[config.mk]
export PLATFORM = sky130hd
export DESIGN_NAME = transaction_controller_flat
export DESIGN_NICKNAME = d
export VERILOG_FILES = /design/src/rtl/transaction_controller_if.sv /design/src/rtl/transaction_controller.sv /design/src/flat_wrapper.sv
export SDC_FILE = /design/constraint.sdc
export NUM_CORES = 1
export LEC_CHECK = 0
export CAP_MARGIN = 20
export CELL_PAD_IN_SITES_DETAIL_PLACEMENT = 1
export CELL_PAD_IN_SITES_GLOBAL_PLACEMENT = 1
export CORE_ASPECT_RATIO = 1.2
export CORE_MARGIN = 2
export CORE_UTILIZATION = 47
export CTS_CLUSTER_SIZE = 12
export DETAILED_ROUTE_END_ITERATION = 8
export DONT_BUFFER_PORTS = 1
export PLACE_DENSITY_LB_ADDON = 0.1
export SLEW_MARGIN = 20
export SYNTH_ARGS = -nofsm -noshare
export SYNTH_HDL_FRONTEND = slang
export SYNTH_SLANG_ARGS = --single-unit
[constraint.sdc]
create_clock -name clock -period 3.5 [get_ports clock]
set_input_delay 0.875 -clock clock [delete_from_list [all_inputs] [get_ports clock]]
set_output_delay 0.875 -clock clock [all_outputs]
set_load 0.005 [all_outputs]
[src/rtl/transaction_controller_if.sv]
// Handshake bundle between the user-input debouncers, the transaction
// controller and the coin-transfer datapath.
interface transaction_controller_if;
  logic       start;
  logic       next;
  logic       cancel;
  logic       done_step;
  logic [2:0] process;
  logic       load_register;
  logic       load_player;
  logic       load_amount;
  logic       load_key;
  logic       mem_write;
  logic       busy;
  logic       accepted;
  logic       rejected;
  logic [3:0] state_out;

  // master: user/datapath side; slave: the sequencing controller
  modport master (
    output start, next, cancel, done_step,
    input  process, load_register, load_player, load_amount, load_key,
           mem_write, busy, accepted, rejected, state_out
  );
  modport slave (
    input  start, next, cancel, done_step,
    output process, load_register, load_player, load_amount, load_key,
           mem_write, busy, accepted, rejected, state_out
  );
endinterface

[src/rtl/transaction_controller.sv]
// Sequencing FSM for the coin-transfer datapath: snapshot, capture fields,
// verify amount and key, commit, write back, then pulse accepted/rejected.
module transaction_controller #(
  parameter int AMOUNT_WAIT = 4,
  parameter int KEY_TIMEOUT = 64
) (
  input  logic                     clock,
  input  logic                     reset,
  transaction_controller_if.slave  bus
);

  typedef enum logic [3:0] {
    IDLE       = 4'd0,
    LOAD_REG   = 4'd1,
    GET_PLAYER = 4'd2,
    GET_AMOUNT = 4'd3,
    GET_KEY    = 4'd4,
    CHK_AMOUNT = 4'd5,
    CHK_KEY    = 4'd6,
    COMMIT     = 4'd7,
    WRITE      = 4'd8,
    ACCEPT     = 4'd9,
    REJECT     = 4'd10
  } state_t;

  localparam logic [7:0] AMT_LAST = 8'(AMOUNT_WAIT - 1);
  localparam logic [7:0] KEY_LAST = 8'(KEY_TIMEOUT - 1);

  state_t     state, state_nxt;
  logic [7:0] cnt, cnt_nxt;
  logic       ld_player, ld_amount, ld_key;
  logic       in_chk;

  always_ff @(posedge clock) begin
    if (reset) begin
      state <= IDLE;
      cnt   <= '0;
    end else begin
      state <= state_nxt;
      cnt   <= cnt_nxt;
    end
  end

  always_comb begin
    state_nxt = state;
    ld_player = 1'b0;
    ld_amount = 1'b0;
    ld_key    = 1'b0;
    case (state)
      IDLE:       if (bus.start) state_nxt = LOAD_REG;
      LOAD_REG:   state_nxt = GET_PLAYER;
      // cancel has priority over next in every field-capture state
      GET_PLAYER: begin
        if (bus.cancel) state_nxt = IDLE;
        else if (bus.next) begin
          ld_player = 1'b1;
          state_nxt = GET_AMOUNT;
        end
      end
      GET_AMOUNT: begin
        if (bus.cancel) state_nxt = IDLE;
        else if (bus.next) begin
          ld_amount = 1'b1;
          state_nxt = GET_KEY;
        end
      end
      GET_KEY: begin
        if (bus.cancel) state_nxt = IDLE;
        else if (bus.next) begin
          ld_key    = 1'b1;
          state_nxt = CHK_AMOUNT;
        end
      end
      // done_step at cnt==0 still reflects the previous process code
      CHK_AMOUNT: begin
        if (cnt != 8'd0 && bus.done_step) state_nxt = CHK_KEY;
        else if (cnt == AMT_LAST)         state_nxt = REJECT;
      end
      CHK_KEY: begin
        if (cnt != 8'd0 && bus.done_step) state_nxt = COMMIT;
        else if (cnt == KEY_LAST)         state_nxt = REJECT;
      end
      COMMIT:  state_nxt = WRITE;
      WRITE:   state_nxt = ACCEPT;
      ACCEPT:  state_nxt = IDLE;
      REJECT:  state_nxt = IDLE;
      default: state_nxt = IDLE;
    endcase
  end

  // dwell counter only runs while staying in a verify state
  assign in_chk  = (state == CHK_AMOUNT) || (state == CHK_KEY);
  assign cnt_nxt = (in_chk && state_nxt == state) ? cnt + 8'd1 : 8'd0;

  always_comb begin
    case (state)
      CHK_AMOUNT: bus.process = 3'b001;
      CHK_KEY:    bus.process = 3'b010;
      COMMIT:     bus.process = 3'b011;
      default:    bus.process = 3'b000;
    endcase
  end

  assign bus.load_register = (state == LOAD_REG);
  assign bus.load_player   = ld_player;
  assign bus.load_amount   = ld_amount;
  assign bus.load_key      = ld_key;
  assign bus.mem_write     = (state == WRITE);
  assign bus.busy          = (state != IDLE);
  assign bus.accepted      = (state == ACCEPT);
  assign bus.rejected      = (state == REJECT);
  assign bus.state_out     = state;

endmodule
[src/flat_wrapper.sv]
// flat-port wrapper written by rule: the top's interface ports become plain ports
module transaction_controller_flat 
#(
  parameter int AMOUNT_WAIT = 4,
  parameter int KEY_TIMEOUT = 64
)
  (clock, reset, bus_start, bus_next, bus_cancel, bus_done_step, bus_process, bus_load_register, bus_load_player, bus_load_amount, bus_load_key, bus_mem_write, bus_busy, bus_accepted, bus_rejected, bus_state_out);
  transaction_controller_if bus_i ();
  input  logic clock;
  input  logic reset;
  input wire logic [$bits(bus_i.start)-1:0] bus_start;
  input wire logic [$bits(bus_i.next)-1:0] bus_next;
  input wire logic [$bits(bus_i.cancel)-1:0] bus_cancel;
  input wire logic [$bits(bus_i.done_step)-1:0] bus_done_step;
  output wire logic [$bits(bus_i.process)-1:0] bus_process;
  output wire logic [$bits(bus_i.load_register)-1:0] bus_load_register;
  output wire logic [$bits(bus_i.load_player)-1:0] bus_load_player;
  output wire logic [$bits(bus_i.load_amount)-1:0] bus_load_amount;
  output wire logic [$bits(bus_i.load_key)-1:0] bus_load_key;
  output wire logic [$bits(bus_i.mem_write)-1:0] bus_mem_write;
  output wire logic [$bits(bus_i.busy)-1:0] bus_busy;
  output wire logic [$bits(bus_i.accepted)-1:0] bus_accepted;
  output wire logic [$bits(bus_i.rejected)-1:0] bus_rejected;
  output wire logic [$bits(bus_i.state_out)-1:0] bus_state_out;
  assign bus_i.start = bus_start;
  assign bus_i.next = bus_next;
  assign bus_i.cancel = bus_cancel;
  assign bus_i.done_step = bus_done_step;
  assign bus_process = bus_i.process;
  assign bus_load_register = bus_i.load_register;
  assign bus_load_player = bus_i.load_player;
  assign bus_load_amount = bus_i.load_amount;
  assign bus_load_key = bus_i.load_key;
  assign bus_mem_write = bus_i.mem_write;
  assign bus_busy = bus_i.busy;
  assign bus_accepted = bus_i.accepted;
  assign bus_rejected = bus_i.rejected;
  assign bus_state_out = bus_i.state_out;
  transaction_controller #(.AMOUNT_WAIT(AMOUNT_WAIT), .KEY_TIMEOUT(KEY_TIMEOUT)) u_core (.clock(clock), .reset(reset), .bus(bus_i));
endmodule
## After elaboration in Yosys (flattened, before gate mapping)

Index checks and enable logic that the tools add are counted.

- Bits in latches: 0
- Memory bits (writable): 0
- Bits in read-only memories: 0
- Memories kept: 0
- Bits in registers: 12
- Logic and storage cells: 42

- $lt $le $gt $ge: 0
- Multiplexer cells: 18
- Add/sub/neg operators: 1
- Divide/modulo/power cells: 0
- Multipliers: 0
- Bitwise logic cells: 1
- Equality and inequality tests: 13
- Reductions and logical operators: 7
- Shift-type cells: 0

Operator list:

| kind | count |
|---|---|
| $mux 4 | 11 |
| $pmux 4 s9 | 1 |
| $eq 4x3->1 const B | 4 |
| $eq 4x4->1 const B | 3 |
| $add 8x1->8 const B | 1 |
| $eq 4x2->1 const B | 2 |
| $eq 8x2->1 const B | 1 |
| $eq 8x6->1 const B | 1 |
| $reduce_bool 8->1 | 1 |
| $pmux 2 s3 | 1 |
| $mux 1 | 5 |
| $eq 4x1->1 const B | 1 |
| $eq 4x4->1 | 1 |
| $logic_not 4->1 | 1 |
| $reduce_bool 4->1 | 1 |
| $logic_and 1x1->1 | 2 |
| $reduce_or 2->1 | 1 |
| $logic_or 1x1->1 | 1 |
| $not 1->1 | 1 |

## Longest topological paths before layout

Gate-level depths: netlist of run 1.

- Depth after elaboration: 8
- Gate-level depth with buffers: 7
- Depth with buffers taken out: 6

## Worst setup path after synthesis of run 1

No wires, ideal clock.

- Kind: input to output
- Start point: input port bus_cancel
- End point: output port bus_load_key
- Arrival time: 1264 ps
- Slack: 1361 ps
- Buffers on the path: 0
- Stages on the path: 2
- Cell sequence: nand2b_1 -> nor4_1

- Cells in the longest elaborated chain, start to end: 2

RTL lines:

| element | RTL line | text |
|---|---|---|
| start, declared | flat_wrapper.sv:13 | `input wire logic [$bits(bus_i.cancel)-1:0] bus_cancel;` |
| $mux 1 | -- |  |
| $mux 1 | transaction_controller.sv:49 | `case (state)` |
| end, declared | flat_wrapper.sv:19 | `output wire logic [$bits(bus_i.load_key)-1:0] bus_load_key;` |

Every way passes these cells.

## Final worst setup path of run 1

- Start point: register u_core.state[2] (netlist: u_core.bus.state_out[2])
- End point: output port bus_busy

- Cells in the longest elaborated chain, start to end: 1

RTL lines:

| element | RTL line | text |
|---|---|---|
| start, declared | transaction_controller.sv:29 | `state_t state, state_nxt;` |
| start signal, assigned | transaction_controller.sv:39 | `state <= state_nxt;` |
| $reduce_bool 4->1 | transaction_controller.sv:109 | `assign bus.busy = (state != IDLE);` |
| end, declared | flat_wrapper.sv:21 | `output wire logic [$bits(bus_i.busy)-1:0] bus_busy;` |

Every way passes these cells.

==> flow_metrics.tcl, run 1 <==
set metrics [dict create \
    status "finished, final reports clean" \
    drtPass1Iterations 4 \
    crit_chain "or2_2 -> or3_1" \
    maxCapViolations 0 \
    hold_buffers 0 \
    antenna_found_initial 0 \
    path_delay_family "simple AND/OR/NAND/NOR gates" \
    core_area_sq_um 1660 \
    crit_path_top_delay_cell "dfxtp_1" \
    syn-instance-count 109 \
    grt-ovfl-total 0 \
    ys_warn_count 0 \
    gp_congestion 0.760 \
    finalMaxSlewViolations 0 \
    grt_pass1_wl_mm 3.50 \
    fin_cells 125 \
    async_reset_ff_frac 0 \
    post-place-cells 121 \
    hold_viol 0 \
    ir_drop_v 0.000190 \
    grt_pass1_vias 797 \
    syn_area_sq_um 851 \
    drtAntennaViolNets 0 \
    max_freq_mhz 426 \
    drive_gt1_frac 0.0748 \
    startpoint "u_core.bus.state_out[2]" \
    layout_common_cells "16 x nor2_1, 12 x dfxtp_1, 8 x a211oi_1" \
    p_per_area_nw_per_um2 325 \
    synth_edf_count 0 \
    pin_count 21 \
    cellLeakagePower_nw 0.271 \
    synth_top_family_by_area "simple AND/OR/NAND/NOR gates" \
    ctsResizeCount 0 \
    synth-adder-area-share 0.0294 \
    worstHoldPathType "reg2reg" \
    grt_usage 0.211 \
    regArea_sq_um 240 \
    fin_nets 116 \
    yosys.area_share.xor_xnor 0.0721 \
    post-dp-hpwl_mm 1.56 \
    route.vias.total 803 \
    ys_seq_area_frac 0.282 \
    finalCritPeriodShare 0.671 \
    setup.worst_path.end_class "output port" \
    yosysUniqueCellTypes 35 \
    path_buf_inv 0 \
    fin_crit_ps 2350 \
    required_ps 2620 \
    layout-area-overhead-vs-synth_pct 3.68 \
    yosys_register_bits 12 \
    reg2reg_slack_ps 1220 \
    crit_fanout 14 \
    cts_buffers 3 \
    min_from "u_core.cnt[0]" \
    drc 0 \
    synth_top_area_frac 0.282 \
    num_rows 16 \
    syn_nets 117 \
    muxShareOfSynthArea 0 \
    root_buffer "clkbuf_4" \
    synth-simple-area-share 0.334 \
    htree_levels 1 \
    synth_top_area_cell "dfxtp_1" \
    worst_pin_slew_ps 577 \
    clock_skew_ps 5.42 \
    cts_tree "yes" \
    grt_max_degree 18 \
    multi_input_area_sq_um 561 \
    die_w_um 42.8 \
    start_kind "flip-flop" \
    clockBufferDepth 2 \
    start_util 0.512 \
    post_cts_buffers 0 \
    diodes 0 \
    cpPeakStageDelay_ps 460 \
    crit_type "reg2out" \
    slew_headroom 0.613 \
    routed_via_density 6.42 \
    synth_ff_type "dfxtp_1" \
    clk_pin_slew_ps 80 \
    final.fill_count 220 \
    final.setup.tns_ps 0 \
    syn_avg_cell_area_sq_um 7.81 \
    routed_wl_mm 2.05 \
    synth-compound-area-share 0.219 \
    die_y_um 50.6 \
    wl_per_cell_um 16.4 \
    drt_iter0_markers 8 \
    synth_area_leaders "dfxtp_1 28%, a211oi_1 7.1%, nor2_1 7.1%" \
    insertion_delay_ps 270 \
    rsz0062_at_grt "no" \
    timing.rr.start "u_core.cnt[0]" \
    cp_data_arrival_time_ps 1470 \
    port_buffers 0 \
    setup_viol 0 \
    dieArea_sq_um 2170 \
    layout_commonest_cell "nor2_1" \
    cts.sinks 12 \
]
-- where the power goes --
part | switching (W) | total [W] | leakage [nW] | internal (W)
Combinational | 0.0000180 | 0.0000302 | 0.153 | 0.0000122
Sequential | 0.00000885 | 0.000147 | 0.0970 | 0.000139
Clock | 0.0000457 | 0.000109 | 0.0210 | 0.0000631
-- through the flow --
stage	setup WS [ps]	power, W	util	hold slack [ps]	cell area, sq um
floorplan	1360	0.000176	-	466	851
global placement	1320	0.000180	0.509	491	846
detailed placement	1200	0.000182	0.509	497	846
CTS	1150	0.000291	0.531	509	882
global route	960	0.000304	0.531	550	882
finish	1150	0.000286	0.531	502	882
-- routing by layer --
layer	up-vias	part of all wire	GRT usage
met3	2	0.029	0.0252
met5	-	0	0
met2	15	0.53	0.389
met4	0	0.010	0.0885
li1	396	-	-
met1	390	0.43	0.238
-- final timing paths --
path         depth (start not counted)       endpoint
max                                  2       bus_busy
min                                  1  u_core.cnt[0]
max reg2reg                          6  u_core.cnt[4]
min reg2reg                          1  u_core.cnt[0]
-- cells in the mapped netlist, drive strengths merged, types with 3 or more instances --
cell,count
xor2,3
xnor2,4
nand2,7
clkbuf,4
nand3,7
a211oi,8
nand2b,3
nor4bb,3
inv,6
nor2,16
nor3b,3
a21oi,6
dfxtp,12
-- cell type report --
type,count,share of cell area
Multi-Input combinational cell,85,0.635
Tap cell,18,0.0255
Clock buffer,4,0.0411
Inverter,6,0.0255
Sequential cell,12,0.272
-- sequential cells by signal (all words and copies together), names as in the netlist --
signal	cells
u_core.cnt	8
u_core.bus.state_out	4
-- logic make-up after synthesis --
family,Yosys count
AOI/OAI and AO/OA,25
other,1
adders and majority gates,2
and+or+nand+nor,50
xor gates and xnor gates,7
DFF,12
buffers and inverters,12
Note: power is estimated with default switching activity, not from simulation.
==> run 2: changes to the inputs <==
--- a/config.mk
+++ b/config.mk
@@ -10,7 +10,7 @@
 export CELL_PAD_IN_SITES_GLOBAL_PLACEMENT = 1
 export CORE_ASPECT_RATIO = 1.2
 export CORE_MARGIN = 2
-export CORE_UTILIZATION = 47
+export CORE_UTILIZATION = 43
 export CTS_CLUSTER_SIZE = 12
 export DETAILED_ROUTE_END_ITERATION = 8
 export DONT_BUFFER_PORTS = 1
==> constraint.sdc (replaced) <==
create_clock -name clock -period 2.2 [get_ports clock]
set_input_delay 0.55 -clock clock [delete_from_list [all_inputs] [get_ports clock]]
set_output_delay 0.55 -clock clock [all_outputs]
set_load 0.005 [all_outputs]
==> flow_metrics.tcl, run 2 (synthesis gave the netlist of run 1 again) <==
set metrics [dict create \
    status "finished, final reports clean" \
    drtAntennaViolNets 0 \
    antenna_found_initial 0 \
    setup_viol 0 \
    largest_reg_flops 8 \
    p_per_area_nw_per_um2 492 \
    routed_via_density 6.09 \
    dieArea_sq_um 2350 \
    timing.rr.start "u_core.cnt[0]" \
    fin_nets 123 \
    route.met3.wl_um 81 \
    min_from "reset" \
    cts_buffers 3 \
    gp_congestion 0.775 \
    drive_gt1_frac 0.149 \
    crit_fanout 8 \
    layout_commonest_cell "nor2_1" \
    clockBufferDepth 2 \
    drc 0 \
    internal-power_w 0.000347 \
    p_switching_w 0.000119 \
    clock_skew_ps 3.63 \
    fin_total_pwr_w 0.000466 \
    pin_count 21 \
    final.setup.tns_ps 0 \
    post-place-cells 129 \
    met1_length_um 852 \
    r2r_cells 6 \
    worst_pin_slew_ps 580 \
    routed_wl_mm 2.23 \
    setup.worst_path.end_class "flip-flop" \
    htree_levels 1 \
    max_freq_mhz 502 \
    rsz0062_at_grt "no" \
    finalMaxSlewViolations 0 \
    cts.sinks 12 \
    drtPass1Iterations 2 \
    ctsResizeCount 0 \
    layout_common_cells "16 x nor2_1, 12 x dfxtp_1, 8 x a211oi_1" \
    crit_path_top_delay_cell "or3_4" \
    comb_power_share 0.129 \
    path_buf_inv 0 \
    cts_tree "yes" \
    root_buffer "clkbuf_4" \
    clk_pin_slew_ps 80 \
    start_util 0.460 \
    num_rows 17 \
    wl_per_cell_um 16.8 \
    maxCapViolations 0 \
    layout-area-overhead-vs-synth_pct 11.2 \
    cp_data_arrival_time_ps 2170 \
    largest-register "u_core.cnt" \
    cpPeakStageDelay_ps 420 \
    worstHoldPathType "in2reg" \
    crit_type "reg2reg" \
    diodes 0 \
    post_cts_buffers 0 \
    clock_power_share 0.378 \
    cellLeakagePower_nw 0.314 \
    fin_crit_ps 1990 \
    hold_buffers 0 \
    top_layer "met4" \
    route.vias.total 810 \
    grt_max_degree 12 \
    grt_usage 0.221 \
    grt_pass1_wl_mm 3.73 \
    swShare 0.255 \
    grt-ovfl-total 0 \
    crit_chain "ha_1 -> nor3b_2 -> nand2_1 -> and3_1 -> or3_4 -> a211oi_1" \
    hold_viol 0 \
    core_area_sq_um 1850 \
    seqPwrFrac 0.493 \
    ir_drop_v 0.000371 \
    slew_headroom 0.611 \
    drt_iter0_markers 12 \
    path_delay_family "simple AND/OR/NAND/NOR gates" \
    finalCritPeriodShare 0.906 \
    die_y_um 52.7 \
    port_buffers 0 \
    start_kind "flip-flop" \
    holdPathEnd "u_core.bus.state_out[2]" \
    reg2reg_slack_ps 210 \
    hold_depth 1 \
    required_ps 2380 \
    post-dp-hpwl_mm 1.77 \
    die_w_um 44.6 \
    grt_pass1_vias 843 \
    insertion_delay_ps 270 \
    fin_cells 133 \
    timing.rr.end "u_core.cnt[5]" \
    wl_met2_mm 1.25 \
]
==> run 2: cell types whose count changed in the layout (fill, tap and decap cells not counted), sizes merged <==
cell | before | now
buf | 0 | 7
==> run 2: worst register-to-register path, stage by stage, from the launching register on <==
cell	delay, ps
dfxtp_1	400
ha_1	250
nor3b_2	230
nand2_1	80
and3_1	220
or3_4	420
a211oi_1	290
==> run 2: worst max-delay path by stage <==
stage,from,endpoint,slack [ps],cells after the start
6_report,u_core.cnt[0],u_core.cnt[5],210,6
3_5_place_dp,u_core.cnt[0],u_core.cnt[5],80,6
5_1_grt,u_core.cnt[0],u_core.cnt[6],40,6
3_3_place_gp,u_core.cnt[0],u_core.cnt[5],190,6
2_1_floorplan,u_core.cnt[0],u_core.cnt[0],240,7
4_1_cts,u_core.cnt[0],u_core.cnt[5],50,6
==> run 2: power by group through the flow <==
stage               Combinational, W  Clock, W  Sequential (W)
detailed placement         0.0000581         0        0.000235
global route               0.0000675  0.000194        0.000231
finish                     0.0000599  0.000176        0.000230
CTS                        0.0000583  0.000180        0.000229
floorplan                  0.0000500         0        0.000230
global placement           0.0000564         0        0.000235
==> run 2: metal layers <==
metal  global-route usage  up-vias
met5                    0        -
met4                0.101        0
met3               0.0379        6
met2                0.435       19
met1                0.212      386
li1                     -      399
==> run 2: final cells by class <==
| class | instances | area (sq um) |
|---|---|---|
| inverter | 6 | 22.5 |
| sequential | 12 | 240 |
| fill | 258 | 905 |
| tap | 19 | 23.8 |
| multi-input combinational | 85 | 571 |
| clock buffer | 4 | 36.3 |
| timing repair buffer | 7 | 52.6 |
==> run 2: metrics by stage <==
step                      setup WS [ps]   util  instance area (sq um)  hold slack, ps
after floorplan                     242      -                    851             466
after global placement              192  0.486                    900             481
after detailed placement           80.3  0.486                    900             497
after CTS                          48.6  0.506                    936             327
after global routing               36.0  0.511                    946             317
final                               208  0.511                    946             331
==> run 3: changes to the inputs <==
--- a/config.mk
+++ b/config.mk
@@ -5,12 +5,13 @@
 export SDC_FILE = /design/constraint.sdc
 export NUM_CORES = 1
 export LEC_CHECK = 0
+export ABC_AREA = 1
 export CAP_MARGIN = 20
 export CELL_PAD_IN_SITES_DETAIL_PLACEMENT = 1
 export CELL_PAD_IN_SITES_GLOBAL_PLACEMENT = 1
 export CORE_ASPECT_RATIO = 1.2
 export CORE_MARGIN = 2
-export CORE_UTILIZATION = 43
+export CORE_UTILIZATION = 35
 export CTS_CLUSTER_SIZE = 12
 export DETAILED_ROUTE_END_ITERATION = 8
 export DONT_BUFFER_PORTS = 1
==> flow_metrics.tcl, run 3 <==
set metrics [dict create \
    drtAntennaViolNets 0 \
    crit_type "reg2out" \
    yosys_register_bits 12 \
    routed_wl_mm 2.23 \
    start_kind "flip-flop" \
    finalMaxSlewViolations 0 \
    max_freq_mhz 538 \
    grt_max_degree 9 \
    synth_ff_type "dfxtp_1" \
    synth-simple-area-share 0.450 \
    placed_cell_area_sq_um 903 \
    clk_pin_slew_ps 80 \
    reg2reg_slack_ps 520 \
    drive_gt1_frac 0.149 \
    grt_usage 0.167 \
    place_ws_ps 487 \
    synth-adder-area-share 0.0286 \
    worstHoldPathType "in2reg" \
    holdPathEnd "u_core.bus.state_out[3]" \
    timing.rr.start "u_core.cnt[0]" \
    hold_buffers 0 \
    diodes 0 \
    num_rows 19 \
    port_buffers 0 \
    synth-compound-area-share 0.0671 \
    required_ps 1650 \
    timing.hold.ws_ps 344 \
    antenna_found_initial 0 \
    syn-instance-count 138 \
    fin_total_pwr_w 0.000445 \
    syn_nets 146 \
    p_per_area_nw_per_um2 473 \
    drt_iter0_markers 12 \
    synth_area_leaders "dfxtp_1 27%, nand2_1 11%, nor2_1 9.4%" \
    cp_data_arrival_time_ps 1310 \
    timing.rr.end "u_core.cnt[6]" \
    yosysUniqueCellTypes 25 \
    rsz0062_at_grt "no" \
    grt_pass1_vias 872 \
    die_y_um 58.8 \
    clockBufferDepth 2 \
    finalCritPeriodShare 0.845 \
    yosys.area_share.xor_xnor 0.0600 \
    grt-ovfl-total 0 \
    dieArea_sq_um 2920 \
    ctsResizeCount 0 \
    syn_area_sq_um 876 \
    synth_commonest_cells "26 x nand2_1, 22 x nor2_1, 18 x inv_1" \
    muxShareOfSynthArea 0 \
    cts.sinks 12 \
    route.vias.total 852 \
    ys_warn_count 0 \
    clock_skew_ps 0.225 \
    cts_tree "yes" \
    layout-area-overhead-vs-synth_pct 7.29 \
    largest_reg_flops 8 \
    synth_top_family_by_area "simple AND/OR/NAND/NOR gates" \
    r2r_cells 9 \
    synth_top_area_frac 0.274 \
    syn_avg_cell_area_sq_um 6.35 \
    synth_edf_count 0 \
    final.setup.tns_ps 0 \
    routed_via_density 4.95 \
    status "finished, final reports clean" \
    wl_per_cell_um 13.0 \
    gp_congestion 0.798 \
    fin_crit_ps 1860 \
    largest-register "u_core.cnt" \
    cellLeakagePower_nw 0.389 \
    pin_count 21 \
    crit_fanout 7 \
    ir_drop_v 0.000276 \
    root_buffer "clkbuf_4" \
    cts_buffers 3 \
    setup.worst_path.end_class "output port" \
    ys_seq_area_frac 0.274 \
    min_from "reset" \
    hold_depth 1 \
    layout_common_cells "26 x nand2_1, 22 x nor2_1, 18 x inv_1" \
    async_reset_ff_frac 0 \
    yosysMostFrequentCell "nand2_1" \
    drc 0 \
    htree_levels 1 \
    post-dp-hpwl_mm 1.90 \
    layout_commonest_cell "nand2_1" \
    start_util 0.376 \
    synth_top_area_cell "dfxtp_1" \
    die_w_um 49.7 \
    insertion_delay_ps 260 \
    final.setup.worst_slack_ps 340 \
    post_cts_buffers 0 \
    design_area_sq_um 940 \
    core_area_sq_um 2330 \
    hold_viol 0 \
    grt_pass1_wl_mm 3.77 \
    drtPass1Iterations 4 \
    fin_nets 150 \
    setup_viol 0 \
    maxCapViolations 0 \
]
==> run 3: cell types whose count changed after synthesis, moves of 4 or more <==
cell	delta
a211oi_1	-8
clkbuf_1	-4
inv_1	+12
inv_2	+4
nand2_1	+19
nand3_1	+4
nor2_1	+6
nor3_1	+8
==> run 3: kinds of logic after synthesis <==
logic type	Yosys count
simple gates	82
buf+inv	24
flops	12
compound gates	11
xor+xnor	6
fa+ha+maj	2
other cells	1
==> run 3: critical path, stage by stage, from the launching register on <==
cell and delay [ps]:
dfxtp_1 460, inv_2 130, nor2_1 190, nand2_1 130
nor2_1 140
==> run 3: final cells by class <==
class	count	area [sq um]
multi-input combinational	102	534
timing repair buffer	1	7.51
sequential	12	240
inverter	22	82.6
tap	31	38.8
fill	338	1390
clock buffer	4	36.3
==> run 3: worst max path at each step <==
stage / start / to / slack, ps / depth (start not counted)
global route: u_core.bus.state_out[2] / bus_load_key / 230 / 4
detailed placement: u_core.cnt[0] / u_core.cnt[6] / 490 / 9
finish: u_core.bus.state_out[2] / bus_load_key / 340 / 4
floorplan: bus_next / bus_load_player / 750 / 4
global placement: u_core.cnt[0] / u_core.cnt[6] / 520 / 9
CTS: u_core.bus.state_out[2] / bus_load_key / 330 / 4
==> run 3: where the power goes <==
part | internal (W) | leakage, nW | switching [W]
clock | 0.000100 | 0.0210 | 0.0000727
combinational | 0.0000147 | 0.271 | 0.0000310
sequential | 0.000219 | 0.0970 | 0.00000621
total | 0.000335 | 0.389 | 0.000110
==> run 3: metal layers <==
metal | vias up | track usage | share of wire
met1 | 399 | 0.176 | 0.39
met4 | 0 | 0.0357 | 0.0081
met5 | - | 0 | 0
met2 | 12 | 0.350 | 0.57
li1 | 439 | - | -
met3 | 2 | 0.0152 | 0.026
==> run 3: metrics by stage <==
step / utilization / std cells
after global routing: 0.403 / 172
after CTS: 0.403 / 172
after detailed placement: 0.388 / 168
after global placement: 0.388 / 168
after floorplan: - / 138
final: 0.403 / 172
==> patch (flow settings as in run 1) <==
Reset style: asynchronous (`reset`), changed in one clocked block.
--- a/src/rtl/transaction_controller.sv
+++ b/src/rtl/transaction_controller.sv
@@ -31,7 +31,7 @@
   logic       ld_player, ld_amount, ld_key;
   logic       in_chk;
 
-  always_ff @(posedge clock) begin
+  always_ff @(posedge clock or posedge reset) begin
     if (reset) begin
       state <= IDLE;
       cnt   <= '0;
Behaviour: differs if reset is asserted again (counterexample within 4 cycles, from zero or initial values and one cycle with reset high); with reset held inactive, the same outputs for 10 cycles.
==> patch against run 1 <==
Global-route usage rose by 0.80 points. Critical path depth unchanged. Routed wire length grew 4.9%. Largest cell class unchanged. Synthesized area grew 5.7%. Synthesized cell count stayed put. Cell count unchanged. Cell area grew 5.2%. Sequential cell count unchanged. Setup slack lost 0.14 ns. Hold slack got worse by 0.0070 ns.
Power is not compared: it rests on default switching activity, and its combinational part moved more than twofold at a synthesized area within 25%.
==> patch: results (changes against run 1) <==
first-pass GRT wire length: 3.73 mm (+6.7%)
CTS HTree Levels: 1 (unchanged)
vias in the first global route: 800 (+0.38%)
RR Startpoint: u_core.cnt[0]
status: finished clean
hold_ws: 0.495 ns (-0.00698 ns)
GP Congestion: 0.731 (-3.8%)
Avg WL per Cell: 17.2 um (+4.9%)
HPWL Detailed: 1.53 mm (-2.1%)
total power: 540 uW
layout cells sized above 1: 0.123 (+0.0479)
pre-CTS setup slack: 1.05 ns (-0.148 ns)
largest net degree at the start of global routing: 19 (+1)
Worst Skew: 0.00152 ns (-0.00389 ns)
DR vias/cell: 6.39 (-0.50%)
Rel. slew slack: 0.644 (+0.0314)
Reg2Reg Setup Slack: 1.20 ns (-0.02 ns)
DRT iter0 DRCs: 14 (+6)
worst setup path start: u_core.bus.state_out[3]
worst hold path class: in -> async
Synth area leaders: dfrtp_1 33%, nor3_1 6.7%, xor2_1 4.9%, nor2_1 4.6%, or3b_2 2.9%
Worst EP arrival: 1.61 ns (+0.14 ns)
Seq/Total Area, Yosys: 0.334 (+0.0514)
synth unique cells: 40 (+14%)
f_max: 402 MHz (-5.6%)
post-placement cell area: 892 um^2 (+5.5%)
max reg flops: 8 (unchanged)
Final nets: 115 (-0.86%)
most frequent cells after synthesis: 12 x dfrtp_1, 12 x nor3_1, 11 x nor2_1
GRT Total Usage: 0.219 (+0.00795)
slowest stage cell, crit path: or3b_2
Critical path destination: bus_load_key
slowest stage delay, CP: 0.58 ns (+0.12 ns)
[patch: changes by cell type in the layout (fill, tap and decap cells not counted), moves of 6 or more]
cell / delta
dfrtp_1: +12
dfxtp_1: -12
nor3_1: +10
a211oi_1: -7
a21oi_1: -6
[patch: cell type report]
type | instances | area [um^2]
well taps | 19 | 23.8
flip-flops and latches | 12 | 300
fillers | 238 | 901
multi-input cells | 84 | 546
clock buffers | 4 | 36.3
inverters | 6 | 22.5
[patch: per-layer routing]
metal,up-vias,wire length (um),track usage
met1,395,896,0.266
met2,15,1150,0.390
met5,-,0,0
met3,2,97,0.0382
li1,387,-,-
met4,0,14,0.0606
[patch: kinds of logic after synthesis]
| logic type | share of synthesized area |
|---|---|
| AND/OR/NAND/NOR | 0.339 |
| AO/OA/AOI/OAI | 0.167 |
| buffers and inverters | 0.0598 |
| flip-flops | 0.334 |
| XOR/XNOR | 0.0682 |
| adder cells (fa/ha/maj) | 0.0278 |
| other | 0.00417 |
